$ cat config.mk
export PLATFORM = sky130hd
export DESIGN_NAME = nib_yummy_fifo
export DESIGN_NICKNAME = d
export VERILOG_FILES = /design/src/rtl/dyn_nib_pkg.sv /design/src/rtl/nib_storage.sv /design/src/rtl/nib_yummy_fifo.sv
export SDC_FILE = /design/constraint.sdc
export NUM_CORES = 1
export LEC_CHECK = 0
export ABC_CLOCK_PERIOD_IN_PS = 6900
export CORE_MARGIN = 5
export CORE_UTILIZATION = 67
export DETAILED_ROUTE_END_ITERATION = 8
export DONT_BUFFER_PORTS = 1
export GPL_ROUTABILITY_DRIVEN = 0
export PLACE_DENSITY = 0.91
export SYNTH_ARGS = -nofsm -noshare
export SYNTH_HDL_FRONTEND = slang
export SYNTH_SLANG_ARGS = --single-unit
$ cat constraint.sdc
create_clock -name clk -period 6.9 [get_ports clk]
set_input_delay 2.07 -clock clk [delete_from_list [all_inputs] [get_ports clk]]
set_output_delay 2.07 -clock clk [all_outputs]
set_load 0.1 [all_outputs]
$ cat src/rtl/dyn_nib_pkg.sv
// ---------------------------------------------------------------------------
// dyn_nib_pkg
//
// Constants shared by the dynamic-node input buffer and the sender-side
// space-available counter.  Both ends of a link must agree on buffer depth
// and counter width, so they take their defaults from here.
//
// Contents:
//   DYN_DATA_WIDTH  - flit width in bits
//   DYN_DEPTH       - input buffer entries (sender BUFFER_SIZE)
//   DYN_PTR_BITS    - read/write pointer width
//   DYN_COUNT_BITS  - occupancy width (sender BUFFER_BITS), must hold DEPTH
//   ptr_inc()       - pointer advance with explicit wrap at depth-1
// ---------------------------------------------------------------------------
package dyn_nib_pkg;

  localparam int DYN_DATA_WIDTH = 64;
  localparam int DYN_DEPTH      = 4;
  localparam int DYN_PTR_BITS   = 2;
  localparam int DYN_COUNT_BITS = 3;

  // Wraps explicitly at depth-1 so non-power-of-two depths work; relying on
  // natural pointer overflow would only be correct when depth == 2**bits.
  function automatic int ptr_inc(input int ptr, input int depth);
    return (ptr >= depth - 1) ? 0 : ptr + 1;
  endfunction

endpackage : dyn_nib_pkg

$ cat src/rtl/nib_storage.sv
// ---------------------------------------------------------------------------
// nib_storage
//
// DEPTH x DATA_WIDTH register array backing the input buffer.  One
// synchronous write port and one asynchronous (combinational) read port, so
// the head entry is visible on rdata in the same cycle raddr points at it.
// The array is deliberately not reset: entries are only ever read after
// they have been written, and occupancy tracking lives in the parent.
//
// Ports:
//   clk    in   clock
//   we     in   write enable
//   waddr  in   write address
//   wdata  in   write data
//   raddr  in   read address
//   rdata  out  read data (combinational from the registered array)
// ---------------------------------------------------------------------------
module nib_storage
  import dyn_nib_pkg::*;
#(
  parameter int DATA_WIDTH = DYN_DATA_WIDTH,
  parameter int DEPTH      = DYN_DEPTH,
  parameter int PTR_BITS   = DYN_PTR_BITS
) (
  input  logic                  clk,
  input  logic                  we,
  input  logic [PTR_BITS-1:0]   waddr,
  input  logic [DATA_WIDTH-1:0] wdata,
  input  logic [PTR_BITS-1:0]   raddr,
  output logic [DATA_WIDTH-1:0] rdata
);

  logic [DATA_WIDTH-1:0] mem_q [DEPTH];

  always_ff @(posedge clk) begin
    if (we) begin
      mem_q[waddr] <= wdata;
    end
  end

  assign rdata = mem_q[raddr];

endmodule : nib_storage

$ cat src/rtl/nib_yummy_fifo.sv
// ---------------------------------------------------------------------------
// nib_yummy_fifo
//
// Credit-returning input buffer at a dynamic-node input port.  Flits arriving
// with valid_in are queued; the crossbar/route logic consumes the head with
// thanks_in, and each consumed flit returns exactly one yummy_out pulse to
// the upstream space-available counter on the following cycle.
//
// Because the sender starts with DEPTH credits, overflow and underflow can
// only come from a protocol bug.  They are recorded as sticky error bits
// rather than corrupting state: an overflowing flit is dropped, and an
// underflowing thanks is ignored.
//
// Ports:
//   clk            in   clock
//   reset          in   synchronous, active-high; discards all contents
//   valid_in       in   flit present on data_in
//   data_in        in   incoming flit
//   thanks_in      in   consumer dequeues the head this cycle
//   valid_out      out  buffer non-empty, data_out is valid
//   data_out       out  head flit
//   yummy_out      out  one-cycle credit return to the sender
//   count_out      out  registered occupancy
//   err_overflow   out  sticky: write while full with no dequeue
//   err_underflow  out  sticky: thanks_in while empty
// ---------------------------------------------------------------------------
module nib_yummy_fifo
  import dyn_nib_pkg::*;
#(
  parameter int DATA_WIDTH = DYN_DATA_WIDTH,
  parameter int DEPTH      = DYN_DEPTH,
  parameter int PTR_BITS   = DYN_PTR_BITS,
  parameter int COUNT_BITS = DYN_COUNT_BITS
) (
  input  logic                  clk,
  input  logic                  reset,
  input  logic                  valid_in,
  input  logic [DATA_WIDTH-1:0] data_in,
  input  logic                  thanks_in,
  output logic                  valid_out,
  output logic [DATA_WIDTH-1:0] data_out,
  output logic                  yummy_out,
  output logic [COUNT_BITS-1:0] count_out,
  output logic                  err_overflow,
  output logic                  err_underflow
);

  localparam logic [COUNT_BITS-1:0] FULL_COUNT  = COUNT_BITS'(DEPTH);
  localparam logic [COUNT_BITS-1:0] EMPTY_COUNT = '0;

  logic [PTR_BITS-1:0]   rd_ptr_q, rd_ptr_d;
  logic [PTR_BITS-1:0]   wr_ptr_q, wr_ptr_d;
  logic [COUNT_BITS-1:0] count_q, count_d;
  logic                  yummy_q, yummy_d;
  logic                  err_overflow_q, err_overflow_d;
  logic                  err_underflow_q, err_underflow_d;

  logic is_empty;
  logic is_full;
  logic deq;
  logic enq;

  assign is_empty = (count_q == EMPTY_COUNT);
  assign is_full  = (count_q == FULL_COUNT);

  // A full buffer may still accept a flit when the head leaves in the same
  // cycle; the freed slot is the one the new flit's tail write lands in.
  assign deq = thanks_in & ~is_empty;
  assign enq = valid_in & (~is_full | deq);

  nib_storage #(
    .DATA_WIDTH (DATA_WIDTH),
    .DEPTH      (DEPTH),
    .PTR_BITS   (PTR_BITS)
  ) u_storage (
    .clk   (clk),
    .we    (enq),
    .waddr (wr_ptr_q),
    .wdata (data_in),
    .raddr (rd_ptr_q),
    .rdata (data_out)
  );

  always_comb begin
    rd_ptr_d        = rd_ptr_q;
    wr_ptr_d        = wr_ptr_q;
    count_d         = count_q;
    yummy_d         = deq;
    err_overflow_d  = err_overflow_q | (valid_in & is_full & ~deq);
    err_underflow_d = err_underflow_q | (thanks_in & is_empty);

    if (enq) begin
      wr_ptr_d = PTR_BITS'(ptr_inc(int'(wr_ptr_q), DEPTH));
    end
    if (deq) begin
      rd_ptr_d = PTR_BITS'(ptr_inc(int'(rd_ptr_q), DEPTH));
    end

    // Simultaneous enqueue and dequeue leaves occupancy unchanged.
    unique case ({enq, deq})
      2'b10:   count_d = count_q + COUNT_BITS'(1);
      2'b01:   count_d = count_q - COUNT_BITS'(1);
      default: count_d = count_q;
    endcase
  end

  // Reset drops every queued flit without returning credits for them; the
  // sender resets its counter to DEPTH in the same cycle.
  always_ff @(posedge clk) begin
    if (reset) begin
      rd_ptr_q        <= '0;
      wr_ptr_q        <= '0;
      count_q         <= '0;
      yummy_q         <= 1'b0;
      err_overflow_q  <= 1'b0;
      err_underflow_q <= 1'b0;
    end else begin
      rd_ptr_q        <= rd_ptr_d;
      wr_ptr_q        <= wr_ptr_d;
      count_q         <= count_d;
      yummy_q         <= yummy_d;
      err_overflow_q  <= err_overflow_d;
      err_underflow_q <= err_underflow_d;
    end
  end

  assign valid_out     = ~is_empty;
  assign yummy_out     = yummy_q;
  assign count_out     = count_q;
  assign err_overflow  = err_overflow_q;
  assign err_underflow = err_underflow_q;

endmodule : nib_yummy_fifo

After elaboration in Yosys (flattened, before gate mapping):

Memories as Yosys holds them, arrays and structs flattened. A register that Yosys moved wholly into a read port is not among the register bits.
Cells that the tools add are included.

* register bits: 10
* bits in writable memories: 256
* word-level logic and storage cells: 36
* memories kept: 1

Memory list
* u_storage.mem_q: depth 4, width 64, read ports 1, clocked after Yosys merged registers in 1, wr ports 1, line nib_storage.sv:33 `logic [DATA_WIDTH-1:0] mem_q [DEPTH];`

* add/sub/neg operators: 4
* $lt $le $gt $ge: 2
* equal/unequal tests: 3
* muxes and demuxes: 7
* bitwise logic cells: 11
* reduce and logical (&&, ||, !) cells: 2

Operator list (number)
* 2-to-1 mux 2 bit: 4
* case mux 3 bit (2 select lines): 1
* AND 1 bit: 5
* adder 2 x 1 -> 2 bit, second input constant: 2
* greater-or-equal comparator 2 bit, second input constant: 2
* adder 3 x 1 -> 3 bit, second input constant: 1
* == test 3 bit, second input constant: 1
* zero test 3 bit: 1
* inverter 1 bit: 3
* bitwise OR 1 bit: 3
* subtractor 3 x 1 -> 3 bit, second input constant: 1
* == test 2 x 1 -> 1 bit, second input constant: 1
* == test 2 bit, second input constant: 1
* 2-to-1 mux 1 bit: 2
* nonzero test 2 bit: 1

Depth between registers and ports, before layout:

* depth in word-level cells: 7
* mapped depth: 10
* gate-level depth less buffers: 9

By module:

A second synthesis with hierarchy kept.

* cells, all modules: 388
* area, all modules: 9824.4 sq um

Modules (own cells, without submodules)
* nib_storage: instances 1, cells each 338, area each 9341.5 sq um, sequential area each 7687.4 sq um
* nib_yummy_fifo: instances 1, cells each 50, area each 483.0 sq um, sequential area each 200.2 sq um

Worst setup path after synthesis:

No wires, ideal clock.

* path kind: input-to-reg
* from: in thanks_in
* to: mem u_storage.mem_q[0][0] (netlist name), enable pin
* library setup time: 429 ps
* arrival: 3867 ps
* required time: 6471 ps
* slack: 2604 ps
* stages on the path: 3
* path through: or4b_1 > buf_2 > and3_1

* longest elaborated chain between the ends: 5

Ends and longest elaborated chain
* from (decl): line nib_yummy_fifo.sv:39 `input logic thanks_in,`
* AND 1 bit: line nib_yummy_fifo.sv:68 `assign deq = thanks_in & ~is_empty;`
* bitwise OR 1 bit: line nib_yummy_fifo.sv:69 `assign enq = valid_in & (~is_full | deq);`
* AND 1 bit: line nib_yummy_fifo.sv:69
* 2-to-1 mux 1 bit: line nib_storage.sv:36 `if (we) begin`
* 2-to-1 mux 1 bit (not written as such): line nib_storage.sv:37 `mem_q[waddr] <= wdata;`
* to (decl): line nib_storage.sv:33

Every way passes these cells.

==> out/metrics.csv <==
metric,value,unit
rr_startpoint,count_out[2],
hold_buffers,0,
port_buffers,0,
fmax,203,MHz
synth_area_leader_cell,edfxtp_1,
wl,17.3,mm
insertion_delay,0.51,ns
finClkSkew,0.0136,ns
timing.final.crit_share,0.714,
antenna_cells,0,
setup_viol,0,
fp.dieW,131,microns
htree_levels,1,
ys_top_cells_by_area,"edfxtp_1, mux4_2, dfxtp_1",
min_period,4.93,ns
antenna_found_initial,0,
netlist_area,9770,sq um
hold_class,reg -> reg,
irDropWorstVdd,491,uV
rsz0062_at_grt,false,
status,"complete, no violations",
cpPeakStageDelay,0.86,ns
ctsResizeCount,0,
cp-start-kind,flop,
stdcell_area,10800,sq um
first_global_vias,4355,
pwr_density_cell,459,nW/um^2
cts_max_path_buffers,3,
yosysMostFrequentCell,edfxtp_1,
synth_top_cells_by_count,"edfxtp_1, mux4_2, dfxtp_1",
power.leakage,3.39,nW
path_cells,buf_4 > mux4_2,
start_util,0.677,
clock-sinks,268,
num_vias,4001,
ys_seq_elements,268,
ys.flop_type,edfxtp_1,
finalWorstSetupSlack,1.97,ns
worst_slew_pin_slew,1.14,ns
cts_root_buf,clkbuf_16,
fin_nets,485,
post_cts_buffers,0,
synth-async-reset-ratio,0,
synth_cell_types,24,
finish.utilization,0.752,
drive_gt1_frac,0.265,
final_max_slew_viol_count,0,
grt_usage,0.204,
worstPathMaxFanout,39,
numCtsBuffers,26,
netlist_instances,397,
wire_per_inst,28.1,microns
grt_pass1_wl,25.4,mm
rows,44,
core,14400,sq um
drcViolationCount,0,
dr.pass1.iters,4,
cts_tree,done,
holdWs,0.499,ns
grt_overflow,0,
ant_nets,0,
ys_warn_count,0,
slowest_stage,mux4_2,
yosysTopAreaCellShare,0.787,
hpwl,10.2,mm
crit_required,4.83,ns
min-delay-start,rd_ptr_q[0],
end_kind,output port,
worstPathArrival,2.86,ns
critical-path-top-delay-family,multiplexers,
hold_violations,0,
dpl-instance-area,9960,sq um
vias_per_cell,6.52,
seq_area_frac_synth,0.811,
grt_max_degree,65,
ioPinCount,139,
relSlewSlack,0.237,
drt-initial-drc-count,309,
synth.avg_cell_area,24.6,sq um
dieHeight,131,microns
area_delta_synth_final,11.0,%
path_class,reg -> out,
crit_buf_inv,1,
drv_cap,0,
syn-num-nets,472,
path_clk_slew,0.06,ns
tns,0,ns
die_area,17100,sq um
place_ws,2.43,ns
synth_edf_count,256,
-- worst register-to-register path, stage by stage (launching register included) --
cell	delay (ns)
dfxtp_1	1.03
or4b_1	0.66
and2_4	0.23
inv_1	0.05
ha_1	0.17
inv_1	0.06
fa_1	0.37
xor2_1	0.17
or3_1	0.31
a21oi_1	0.14
-- routing by layer --
| metal | routed length (microns) | share of wire | global-route usage |
|---|---|---|---|
| met5 | 0 | 0 | 0 |
| met4 | 431 | 0.025 | 0.0738 |
| met1 | 6010 | 0.35 | 0.241 |
| met2 | 9320 | 0.54 | 0.353 |
| met3 | 1510 | 0.087 | 0.0671 |
-- where the power goes --
group          internal [W]  leakage [nW]  switching [W]
combinational      0.000257         0.502        0.00120
sequential          0.00191          2.45       0.000184
clock              0.000859         0.436       0.000562
-- per-stage QoR --
stage	power (W)	cells
floorplan	0.00349	397
global placement	0.00358	566
global route	0.00514	614
detailed placement	0.00361	566
finish	0.00498	614
CTS	0.00502	614
-- cell families after synthesis --
group           after synthesis  synth area share
compound gates               10           0.00640
xor+xnor                      2           0.00179
fa+ha+maj                     7           0.00973
buf+inv                      24            0.0102
flops                       268             0.811
mux                          65             0.149
simple gates                 21            0.0118
-- path summary, 6_finish.rpt --
| kind | endpoint | slack (ns) | depth (start not counted) |
|---|---|---|---|
| max | data_out[11] | 1.97 | 2 |
| min | flop | 0.50 | 2 |
| max reg2reg | count_out[2] | 3.65 | 9 |
| min reg2reg | flop | 0.50 | 2 |
-- sequential cells by signal, summed over array words and instances (netlist names), named ones only --
register / cells
count_out: 3
err_overflow: 1
err_underflow: 1
rd_ptr_q: 2
u_storage.mem_q: 256
wr_ptr_q: 2
yummy_out: 1
-- layout make-up --
class	instances	area, sq um
flip-flops and latches	268	7940
fillers	745	3580
multi-input cells	105	1760
clock buffers	27	676
well taps	184	230
clock inverters	21	203
inverters	8	30.0
repair buffers	1	7.51
-- layout by cell type, fill, tap and decap left out, types with 2 or more instances in the layout --
cell / instances
a21oi_1: 6
mux4_2: 64
inv_1: 8
edfxtp_1: 256
clkbuf_16: 27
dfxtp_1: 10
clkinv_2: 8
and3_4: 4
nand3_1: 2
or3_1: 2
bufinv_16: 4
nor2_1: 7
dfxtp_4: 2
nor3_1: 2
clkinv_1: 7
ha_1: 6
xor2_1: 2
Note: power is estimated with default switching activity, not from simulation.
